`src/rtl/bi_set_reply_arb.sv`:
```
// Buffered round-robin/fixed-priority merger of LENGTH BiSet reply channels onto one registered reply port.
// Optional macro BISET_REPLYARB_RR_EN selects round-robin arbitration; undefined gives fixed lowest-index priority.

package BiSet;
  typedef struct packed {
    logic        valid;
    logic [3:0]  id;
    logic [15:0] data;
  } biSetReply;

  function automatic logic BiSetReplyValid(input biSetReply r);
    return r.valid;
  endfunction
endpackage

module bi_set_reply_arb #(
  parameter int LENGTH = 2,
  parameter int DEPTH  = 2
) (
  input  logic              clk_i,
  input  logic              reset_i,
  input  BiSet::biSetReply  in_i [LENGTH],
  input  logic              clear_i,
  output BiSet::biSetReply  out_o,
  output logic [LENGTH-1:0] overflow_o,
  output logic              busy_o
);

  localparam int CW = $clog2(DEPTH + 1);
  localparam int PW = (DEPTH > 1) ? $clog2(DEPTH) : 1;
  localparam int IW = (LENGTH > 1) ? $clog2(LENGTH) : 1;

  BiSet::biSetReply  mem [LENGTH][DEPTH];
  logic [PW-1:0]     rd_ptr [LENGTH];
  logic [PW-1:0]     wr_ptr [LENGTH];
  logic [CW-1:0]     count  [LENGTH];
  logic [LENGTH-1:0] nonempty, full, push, pop, accept, drop;
  logic              gnt_valid;
  logic [IW-1:0]     gnt_idx;

  // Pointers wrap explicitly so non-power-of-two depths work.
  function automatic logic [PW-1:0] next_ptr(input logic [PW-1:0] p);
    return (p == PW'(DEPTH - 1)) ? '0 : p + 1'b1;
  endfunction

  always_comb begin
    nonempty = '0;
    full     = '0;
    push     = '0;
    for (int n = 0; n < LENGTH; n++) begin
      nonempty[n] = (count[n] != '0);
      full[n]     = (count[n] == CW'(DEPTH));
      push[n]     = BiSet::BiSetReplyValid(in_i[n]);
    end
  end

`ifdef BISET_REPLYARB_RR_EN
  logic [IW-1:0] last;

  always_comb begin
    gnt_valid = 1'b0;
    gnt_idx   = '0;
    for (int k = 1; k <= LENGTH; k++) begin
      if (!gnt_valid && nonempty[(int'(last) + k) % LENGTH]) begin
        gnt_valid = 1'b1;
        gnt_idx   = IW'((int'(last) + k) % LENGTH);
      end
    end
  end

  always_ff @(posedge clk_i or posedge reset_i) begin
    if (reset_i)        last <= IW'(LENGTH - 1);
    else if (gnt_valid) last <= gnt_idx;
  end
`else
  always_comb begin
    gnt_valid = 1'b0;
    gnt_idx   = '0;
    for (int k = LENGTH - 1; k >= 0; k--) begin
      if (nonempty[k]) begin
        gnt_valid = 1'b1;
        gnt_idx   = IW'(k);
      end
    end
  end
`endif

  // A pop frees the slot in the same cycle, so a full FIFO still accepts.
  always_comb begin
    pop    = '0;
    accept = '0;
    drop   = '0;
    for (int n = 0; n < LENGTH; n++) begin
      pop[n]    = gnt_valid && (gnt_idx == IW'(n));
      accept[n] = push[n] && (!full[n] || pop[n]);
      drop[n]   = push[n] && full[n] && !pop[n];
    end
  end

  always_ff @(posedge clk_i) begin
    for (int n = 0; n < LENGTH; n++) begin
      if (accept[n]) mem[n][wr_ptr[n]] <= in_i[n];
    end
  end

  always_ff @(posedge clk_i or posedge reset_i) begin
    if (reset_i) begin
      for (int n = 0; n < LENGTH; n++) begin
        rd_ptr[n] <= '0;
        wr_ptr[n] <= '0;
        count[n]  <= '0;
      end
      out_o      <= '0;
      overflow_o <= '0;
    end else begin
      for (int n = 0; n < LENGTH; n++) begin
        if (accept[n]) wr_ptr[n] <= next_ptr(wr_ptr[n]);
        if (pop[n])    rd_ptr[n] <= next_ptr(rd_ptr[n]);
        if (accept[n] && !pop[n])      count[n] <= count[n] + 1'b1;
        else if (!accept[n] && pop[n]) count[n] <= count[n] - 1'b1;
      end
      // A drop in the clearing cycle wins so no loss goes unreported.
      overflow_o <= (overflow_o & ~{LENGTH{clear_i}}) | drop;
      out_o      <= gnt_valid ? mem[gnt_idx][rd_ptr[gnt_idx]] : '0;
    end
  end

  assign busy_o = |nonempty;

endmodule
```
`config.mk`:
```
export PLATFORM = sky130hd
export DESIGN_NAME = bi_set_reply_arb
export DESIGN_NICKNAME = d
export VERILOG_FILES = /design/src/rtl/bi_set_reply_arb.sv
export SDC_FILE = /design/constraint.sdc
export NUM_CORES = 1
export LEC_CHECK = 0
export CORE_AREA = 2 2 79 137
export DETAILED_ROUTE_END_ITERATION = 6
export DIE_AREA = 0 0 81 139
export GPL_TIMING_DRIVEN = 0
export PLACE_DENSITY = 0.84
export SKIP_LAST_GASP = 1
export SYNTH_ARGS = -nofsm -noshare
export SYNTH_HDL_FRONTEND = slang
export SYNTH_SLANG_ARGS = --single-unit
export TNS_END_PERCENT = 30
```
`constraint.sdc`:
```
create_clock -name clk_i -period 2.4 [get_ports clk_i]
set_clock_uncertainty 0.2 [all_clocks]
set_input_delay 0.48 -clock clk_i [delete_from_list [all_inputs] [get_ports clk_i]]
set_output_delay 0.48 -clock clk_i [all_outputs]
set_load 0.005 [all_outputs]
```
==> impl_metrics.tcl, run 1 <==
set metrics [dict create \
    hold_slack_ns 0.0915 \
    critPathRequiredTime_ns 1.72 \
    slew_violations 0 \
    htree_levels 4 \
    drt-initial-drc-count 112 \
    grt_pass1_wl_um 15000 \
    final_cell_mix "edfxtp_1 (84), clkdlybuf4s50_1 (67), dfrtp_1 (31)" \
    gp_congestion 0.757 \
    cp.arrival_ns 1.62 \
    syn_area_per_cell_um2 19.5 \
    worstMarginPinSlew_ns 0.985 \
    routed_wl_um 9760 \
    ys_warn_count 0 \
    layout_commonest_cell "edfxtp_1" \
    drive_above_1_share 0.279 \
    status "finished, final reports clean" \
    via_count 2528 \
    seq_area_frac_synth 0.680 \
    numPortBuffers 68 \
    drc 0 \
    worstSetupStartpointType "flop" \
    hpwl_um 6670 \
    power.density_nw_per_um2 1330 \
    finalSetupViolations 0 \
    cts_buffers 17 \
    relSlewSlack 0.343 \
    layout.nets 392 \
    stdcell_area_um2 6320 \
    peakVddDrop_v 0.000723 \
    syn_to_final_growth_pct 30.3 \
    ys_types 30 \
    antenna_found_initial 0 \
    firstDrtPassIters 4 \
    dieWidth_um 81 \
    die-area_um2 11300 \
    cts_tree "done" \
    io_pins 69 \
    clock-sinks 115 \
    initial_core_util 0.476 \
    grt-ovfl-total 0 \
    synth_area_um2 4850 \
    synth_seq_cells 115 \
    die_y_um 139 \
    fp-row-count 49 \
    netlist.area_leader.share 0.520 \
    clk_latency_ns 0.41 \
    crit_family "simple AND/OR/NAND/NOR gates" \
    grt_max_degree 32 \
    period_minus_slack_ns 2.30 \
    crit_chain "or2_4, nor3_4, buf_6, inv_2, dlygate4sd2_1" \
    regToRegStartpoint "count[3]$_DFFE_PP0P_" \
    worst-path-stages 5 \
    hold_viol_final 0 \
    root_buffer "clkbuf_16" \
    grt_pass1_vias 2779 \
    rsz0062_at_grt "no" \
    vias_per_cell 5.21 \
    synth.net_count 296 \
    diodes 0 \
    wl_per_cell_um 20.1 \
    reg2reg_depth 6 \
    slowest_delay_ns 0.38 \
    p_leak_nw 2.21 \
    startpoint "count[3]$_DFFE_PP0P_" \
    endpoint_kind "output pin" \
    critPathSlowestCell "dfrtp_1" \
    worst-path-max-fanout 2 \
    path_clk_slew_ns 0.05 \
    holdBufCountCts 0 \
    fin_crit_sh 0.958 \
    worst-path-buf-inv 3 \
    fmax_mhz 435 \
    netlist_top_cells_area "edfxtp_1 (52%), dfrtp_1 (16%), a2111oi_4 (11%)" \
    clockBufferDepth 2 \
    yosys.area.top_type "edfxtp_1" \
    synth_cells 249 \
    timing_worst_setup_path_type "reg2out" \
    ant_nets 0 \
    coreArea_um2 10200 \
    drv_cap 0 \
    grt.total_usage 0.191 \
    dpl_cell_area_um2 5740 \
    min_path_type "in2async" \
]
## worst paths after layout
kind | to | slack [ns]
setup / recovery | busy_o | 0.1
hold / removal | wr_ptr[0]$_DFFE_PP0N_ | 0.09
setup reg to reg | mem[1][14]$_DFFE_PP_ | 0.19
hold reg to reg | overflow_o[0]$_DFF_PP0_ | 0.30
max in group asynchronous | out_o[14]$_DFF_PP0_ | 1.49
min in group clk_i | overflow_o[0]$_DFF_PP0_ | 0.30
## flip-flops by register name, indices dropped and copies added, names as in the netlist
register / count
rd_ptr: 2
mem: 84
out_o: 21
count: 4
overflow_o: 2
wr_ptr: 2
## metal layers
layer  global-route usage  vias to the layer above  part of all wire
met1                0.192                     1277              0.35
met5                    0                        -                 0
met4               0.0919                        0             0.032
met3               0.0638                       21             0.037
met2                0.340                       76              0.59
li1                     -                     1154                 -
## Yosys cell counts
master     instances
a2111oi_4         20
dfrtp_1           31
or2_4              1
inv_2              1
nor2b_1           18
a2111oi_0          1
and2_1             1
nand2b_1           1
inv_1              5
o32ai_1            1
o21ai_4            1
edfxtp_1          84
buf_2              5
ha_1               2
xnor2_1            5
inv_4              1
nor3_2             1
buf_6              2
buf_12             2
buf_4              6
clkbuf_1           1
xor2_1             5
and2b_1            5
o21ai_2            1
a211oi_2          20
a211oi_1           1
mux2i_1           21
nor2_2             1
clkbuf_4           1
nor2_1             4
## area by class of cell
cell class / instances / area, um^2
plain buffers: 17 / 148
clock buffers: 26 / 479
clock inverters: 6 / 32.5
fillers: 765 / 3860
inverters: 7 / 28.8
multi-input cells: 110 / 1390
flip-flops and latches: 115 / 3300
well taps: 127 / 159
repair buffers: 77 / 782
## kinds of logic (layout without fill, tap and decap cells)
| family | Yosys count | after routing | share of synthesized area |
|---|---|---|---|
| AOI/OAI and AO/OA | 45 | 45 | 0.176 |
| xor gates and xnor gates | 10 | 10 | 0.0181 |
| and+or+nand+nor | 32 | 32 | 0.0418 |
| muxes | 21 | 21 | 0.0434 |
| adders and majority gates | 2 | 2 | 0.00516 |
| DFF | 115 | 115 | 0.680 |
| buffers and inverters | 24 | 133 | 0.0356 |
## report_power, final
part / switching (mW) / internal (mW)
logic: 1.68 / 1.52
clock network: 0.789 / 1.36
registers: 0.248 / 2.79
total: 2.72 / 5.67
## metrics by stage
stage / TNS [ns] / std cells / power (mW) / setup slack, ns / utilization
after CTS: 0 / 484 / 8.46 / 0.0261 / 0.619
after global placement: -43.19 / 444 / 6.01 / -0.733 / 0.559
after global routing: 0 / 485 / 8.78 / 0.0308 / 0.621
final: 0 / 485 / 8.38 / 0.0997 / 0.621
after detailed placement: -2.47 / 447 / 6.21 / -0.118 / 0.564
after floorplan: 0 / 249 / 5.16 / 0.0117 / -
## what timing repair did
action	CTS	global route
setup buffers	5	0
gates resized for setup	3	0
setup endpoints to repair	1	1
pin swaps	2	1
gates cloned	0	0
No activity file was read; power rests on OpenSTA's default activity.
==> run 2: changes to the inputs <==
- ABC_AREA: unset -> 1
- CORE_AREA: 2 2 79 137 -> 2 2 78 135
- DIE_AREA: 0 0 81 139 -> 0 0 80 137
- PLACE_DENSITY: 0.84 -> 0.83
==> impl_metrics.tcl, run 2 <==
set metrics [dict create \
    status "finished, final reports clean" \
    wl_per_cell_um 17.1 \
    routed_wl_um 11000 \
    seq_area_frac_synth 0.712 \
    critPathSlowestCell "dfrtp_1" \
    power.density_nw_per_um2 1400 \
    drt-initial-drc-count 289 \
    slowest_delay_ns 0.41 \
    via_count 3259 \
    worst-path-max-fanout 4 \
    netlist.area_leader.share 0.544 \
    clock-sinks 115 \
    slew_violations 0 \
    fin_crit_sh 0.953 \
    synth_cells 411 \
    grt_util_met2 0.388 \
    fmax_mhz 437 \
    detailedPlace.worstSlack_ns -0.0846 \
    layout_setup_ws_ns 0.113 \
    initial_core_util 0.470 \
    finalSetupViolations 0 \
    min_path_type "in2async" \
    gp_congestion 0.850 \
    grt_max_degree 32 \
    fp-row-count 48 \
    final_cell_mix "nand2_1 (131), edfxtp_1 (84), clkdlybuf4s50_1 (67)" \
    hpwl_um 7130 \
    cts_buffers 17 \
    drc 0 \
    die-area_um2 11000 \
    p_leak_nw 2.72 \
    largest_reg_flops 84 \
    ys.flop_type "edfxtp_1" \
    antenna_found_initial 0 \
    p_total_mw 8.73 \
    grt_pass1_wl_um 17000 \
    synth_area_um2 4630 \
    synth_most_common_cell "nand2_1" \
    syn_area_per_cell_um2 11.3 \
    cts_tree "done" \
    numPortBuffers 68 \
    met1_usage 0.217 \
    worstMarginPinSlew_ns 0.992 \
    relSlewSlack 0.338 \
    crit_chain "nor2_4, buf_6, nand3_2, buf_6, dlygate4sd2_1" \
    synth.net_count 458 \
    grt_pass1_vias 3475 \
    cp.arrival_ns 1.61 \
    crit_top_cell "buf_6" \
    worstSetupStartpointType "flop" \
    ant_nets 0 \
    syn_to_final_growth_pct 34.5 \
    grt-ovfl-total 0 \
    dieWidth_um 80 \
    ys_types 22 \
    endpoint_kind "output pin" \
    hold_viol_final 0 \
    peakVddDrop_v 0.000894 \
    die_y_um 137 \
    ys_top_cells_by_count "nand2_1 (132), edfxtp_1 (84), nor2_1 (48)" \
    synth_edf_count 84 \
    synthArstFlopShare 0.270 \
    tns_ns 0 \
    diodes 0 \
    critPathRequiredTime_ns 1.72 \
    timing_worst_setup_path_type "reg2out" \
    vias_per_cell 5.06 \
    period_minus_slack_ns 2.29 \
    grt.total_usage 0.218 \
    root_buffer "clkbuf_16" \
    ys_warn_count 0 \
    path_clk_slew_ns 0.05 \
    rsz0062_at_grt "no" \
    drv_cap 0 \
    layout.nets 553 \
    firstDrtPassIters 5 \
    holdBufCountCts 0 \
    layout_commonest_cell "nand2_1" \
    met3_usage 0.0693 \
    io_pins 69 \
    clk_latency_ns 0.42 \
    netlist_top_cells_area "edfxtp_1 (54%), dfrtp_1 (17%), nand2_1 (11%)" \
    htree_levels 4 \
    coreArea_um2 9850 \
    clockBufferDepth 2 \
    synth_seq_cells 115 \
    yosys.area.top_type "edfxtp_1" \
    top_usage_layer "met2" \
    drive_above_1_share 0.123 \
]
run 2: changes by cell type after synthesis, sizes merged, moves of 18 or more:
cell	delta
a2111oi	-21
a211oi	-21
inv	+28
mux2i	-21
nand2	+134
nand3	+24
nand3b	+21
nor2	+44
nor2b	-18
run 2: worst max-delay path, delay by kind of cell (launching register included):
family / cells / cell delay (ns)
buffers and inverters: 3 / 0.53
AND/OR/NAND/NOR: 2 / 0.25
flip-flops: 1 / 0.41
run 2: kinds of logic (layout without fill, tap and decap cells):
family	Yosys count	count (layout)	share of synthesized area
simple gates	228	228	0.212
flops	115	115	0.712
buf+inv	55	163	0.0537
xor+xnor	6	6	0.0113
compound gates	5	5	0.00567
fa+ha+maj	2	2	0.00540
run 2: worst paths after layout:
check	start	to	slack (ns)	cells past startpoint
min in group clk_i	overflow_o[0]$_DFF_PP0_	overflow_o[0]$_DFF_PP0_	0.30	2
worst max register to register	count[3]$_DFFE_PP0P_	mem[1][18]$_DFFE_PP_	0.17	7
max in group asynchronous	reset_i	out_o[8]$_DFF_PP0_	1.48	3
worst min-delay path	reset_i	wr_ptr[1]$_DFFE_PP0N_	0.11	2
worst min register to register	overflow_o[0]$_DFF_PP0_	overflow_o[0]$_DFF_PP0_	0.30	2
worst max-delay path	count[3]$_DFFE_PP0P_	busy_o	0.11	5
run 2: metal layers:
layer	vias up	routed length, um
met4	0	348
li1	1524	-
met5	-	0
met3	31	727
met2	156	6180
met1	1548	3780
run 2: area by class of cell:
type	instances	area, um^2
plain buffers	20	128
flip-flops and latches	115	3300
clock buffers	21	450
well taps	125	156
fillers	724	3620
repair buffers	76	795
inverters	35	131
clock inverters	11	160
multi-input cells	241	1110
run 2: power by group:
part           internal, mW  switching (mW)
Sequential             2.79           0.186
Combinational          1.24            1.89
Clock                  1.75           0.868
Total                  5.79            2.94
run 2: what timing repair did:
| action | 4_1_cts | 5_1_grt |
|---|---|---|
| pin swaps | 1 | 0 |
| resized for setup | 6 | 2 |
| setup buffers | 4 | 0 |
| endpoints found under the setup margin | 1 | 27 |
run 2: through the flow:
stage,area (um^2),hold slack [ns],util,std cells
detailed placement,5540,0.286,0.562,607
global route,6230,0.137,0.632,644
floorplan,4630,0.242,-,411
finish,6230,0.113,0.632,644
CTS,6190,0.303,0.629,643
global placement,5470,0.256,0.555,604
==> run 3: changes to the inputs <==
- CORE_AREA: 2 2 78 135 -> 2 2 73 127
- DIE_AREA: 0 0 80 137 -> 0 0 75 129
- PLACE_DENSITY: 0.83 -> 0.89
- TNS_END_PERCENT: 30 -> 50
- clock period: 2.4 -> 2.94 ns (I/O delays scaled with it)
==> impl_metrics.tcl, run 3 (synthesis gave the netlist of run 2 again) <==
set metrics [dict create \
    drt-initial-drc-count 254 \
    p_sw_frac 0.329 \
    drc 0 \
    wl_per_cell_um 17.2 \
    layout.nets 548 \
    vias_per_cell 5.27 \
    coreArea_um2 8610 \
    drive_above_1_share 0.109 \
    finalSetupViolations 0 \
    ant_nets 0 \
    p_int_mw 4.78 \
    path_clk_slew_ns 0.05 \
    cts_buffers 17 \
    holdBufCountCts 0 \
    root_buffer "clkbuf_16" \
    gp_congestion 0.822 \
    final_cell_mix "nand2_1 (132), edfxtp_1 (84), clkdlybuf4s50_1 (68)" \
    die_y_um 129 \
    diodes 0 \
    p_seq_frac 0.342 \
    io_pins 69 \
    syn_to_final_growth_pct 32.9 \
    grt_max_degree 32 \
    layout_setup_ws_ns 0.0922 \
    post_cts.repair.setup_buffers 0 \
    power.net_switching_mw 2.35 \
    hold_viol_final 0 \
    cts_tree "done" \
    worstMarginPinSlew_ns 1.02 \
    fin_crit_sh 0.969 \
    numPortBuffers 68 \
    worstSetupStartpointType "flop" \
    htree_levels 4 \
    hpwl_um 7120 \
    dieWidth_um 75 \
    peakVddDrop_v 0.000771 \
    clk_latency_ns 0.41 \
    relSlewSlack 0.321 \
    grt_pass1_wl_um 16700 \
    detailedPlace.worstSlack_ns 0.307 \
    power.density_nw_per_um2 1160 \
    clkPwrFrac 0.313 \
    clockBufferDepth 2 \
    status "finished, final reports clean" \
    worst-path-max-fanout 10 \
    clock-sinks 115 \
    hold-path-cell-count 1 \
    endpoint_kind "output pin" \
    cp.arrival_ns 2.06 \
    grt.total_usage 0.246 \
    grt-ovfl-total 0 \
    critPathRequiredTime_ns 2.15 \
    min_path_type "reg2reg" \
    grt_pass1_vias 3608 \
    routed_wl_um 10800 \
    p_total_mw 7.13 \
    fmax_mhz 351 \
    via_count 3328 \
    firstDrtPassIters 5 \
    drv_cap 0 \
    layout_commonest_cell "nand2_1" \
    slew_violations 0 \
    postCtsResizedCells 0 \
    comb_power_share 0.345 \
    reg2reg_depth 7 \
    antenna_found_initial 0 \
    die-area_um2 9680 \
    period_minus_slack_ns 2.85 \
    initial_core_util 0.538 \
    rsz0062_at_grt "no" \
    largest_reg_flops 84 \
    timing_worst_setup_path_type "reg2out" \
    p_leak_nw 2.68 \
    fp-row-count 45 \
]
run 3: per-stage QoR:
step / utilization / setup TNS (ns) / hold slack, ns / instance area (um^2) / cells
2_1_floorplan: - / 0 / 0.242 / 4630 / 411
3_3_place_gp: 0.634 / -24.41 / 0.257 / 5460 / 596
3_5_place_dp: 0.640 / 0 / 0.283 / 5510 / 599
4_1_cts: 0.715 / 0 / 0.298 / 6160 / 631
5_1_grt: 0.715 / 0 / 0.317 / 6160 / 631
6_report: 0.715 / 0 / 0.302 / 6160 / 631
run 3: path summary, 6_finish.rpt:
path                                      start                       to  slack [ns]
max                        count[2]$_DFFE_PP0P_                   busy_o        0.09
max reg2reg                count[1]$_DFFE_PP0P_      mem[1][5]$_DFFE_PP_        0.54
min reg2reg                count[3]$_DFFE_PP0P_     count[3]$_DFFE_PP0P_        0.30
min                        count[3]$_DFFE_PP0P_     count[3]$_DFFE_PP0P_        0.30
min in group asynchronous               reset_i  overflow_o[0]$_DFF_PP0_        0.42
max in group asynchronous               reset_i       out_o[8]$_DFF_PP0_        1.65
run 3: power by group through the flow:
stage | registers, mW | logic (mW) | clock network, mW
final | 2.44 | 2.46 | 2.23
after global routing | 2.47 | 2.67 | 2.32
after CTS | 2.43 | 2.44 | 2.23
after detailed placement | 2.45 | 2.40 | 0
after global placement | 2.44 | 2.23 | 0
after floorplan | 2.44 | 1.44 | 0
run 3: per-layer routing:
layer	track usage	share of wire	vias to the layer above
met3	0.0775	0.068	36
met2	0.430	0.56	185
li1	-	-	1516
met5	0	0	-
met1	0.240	0.34	1591
met4	0.158	0.031	0
run 3: area by class of cell:
cell class | count | area (um^2)
multi-input combinational | 241 | 1090
clock inverter | 10 | 180
fill | 533 | 2460
buffer | 20 | 118
clock buffer | 22 | 464
timing repair buffer | 71 | 726
tap | 117 | 146
sequential | 115 | 3300
inverter | 35 | 131
run 3: critical path, cell delays in order (launching register included):
cell and delay (ns):
dfrtp_1 0.42, nor2_2 0.15, buf_4 0.18, nand3_1 0.15, buf_2 0.24, clkdlybuf4s50_1 0.50
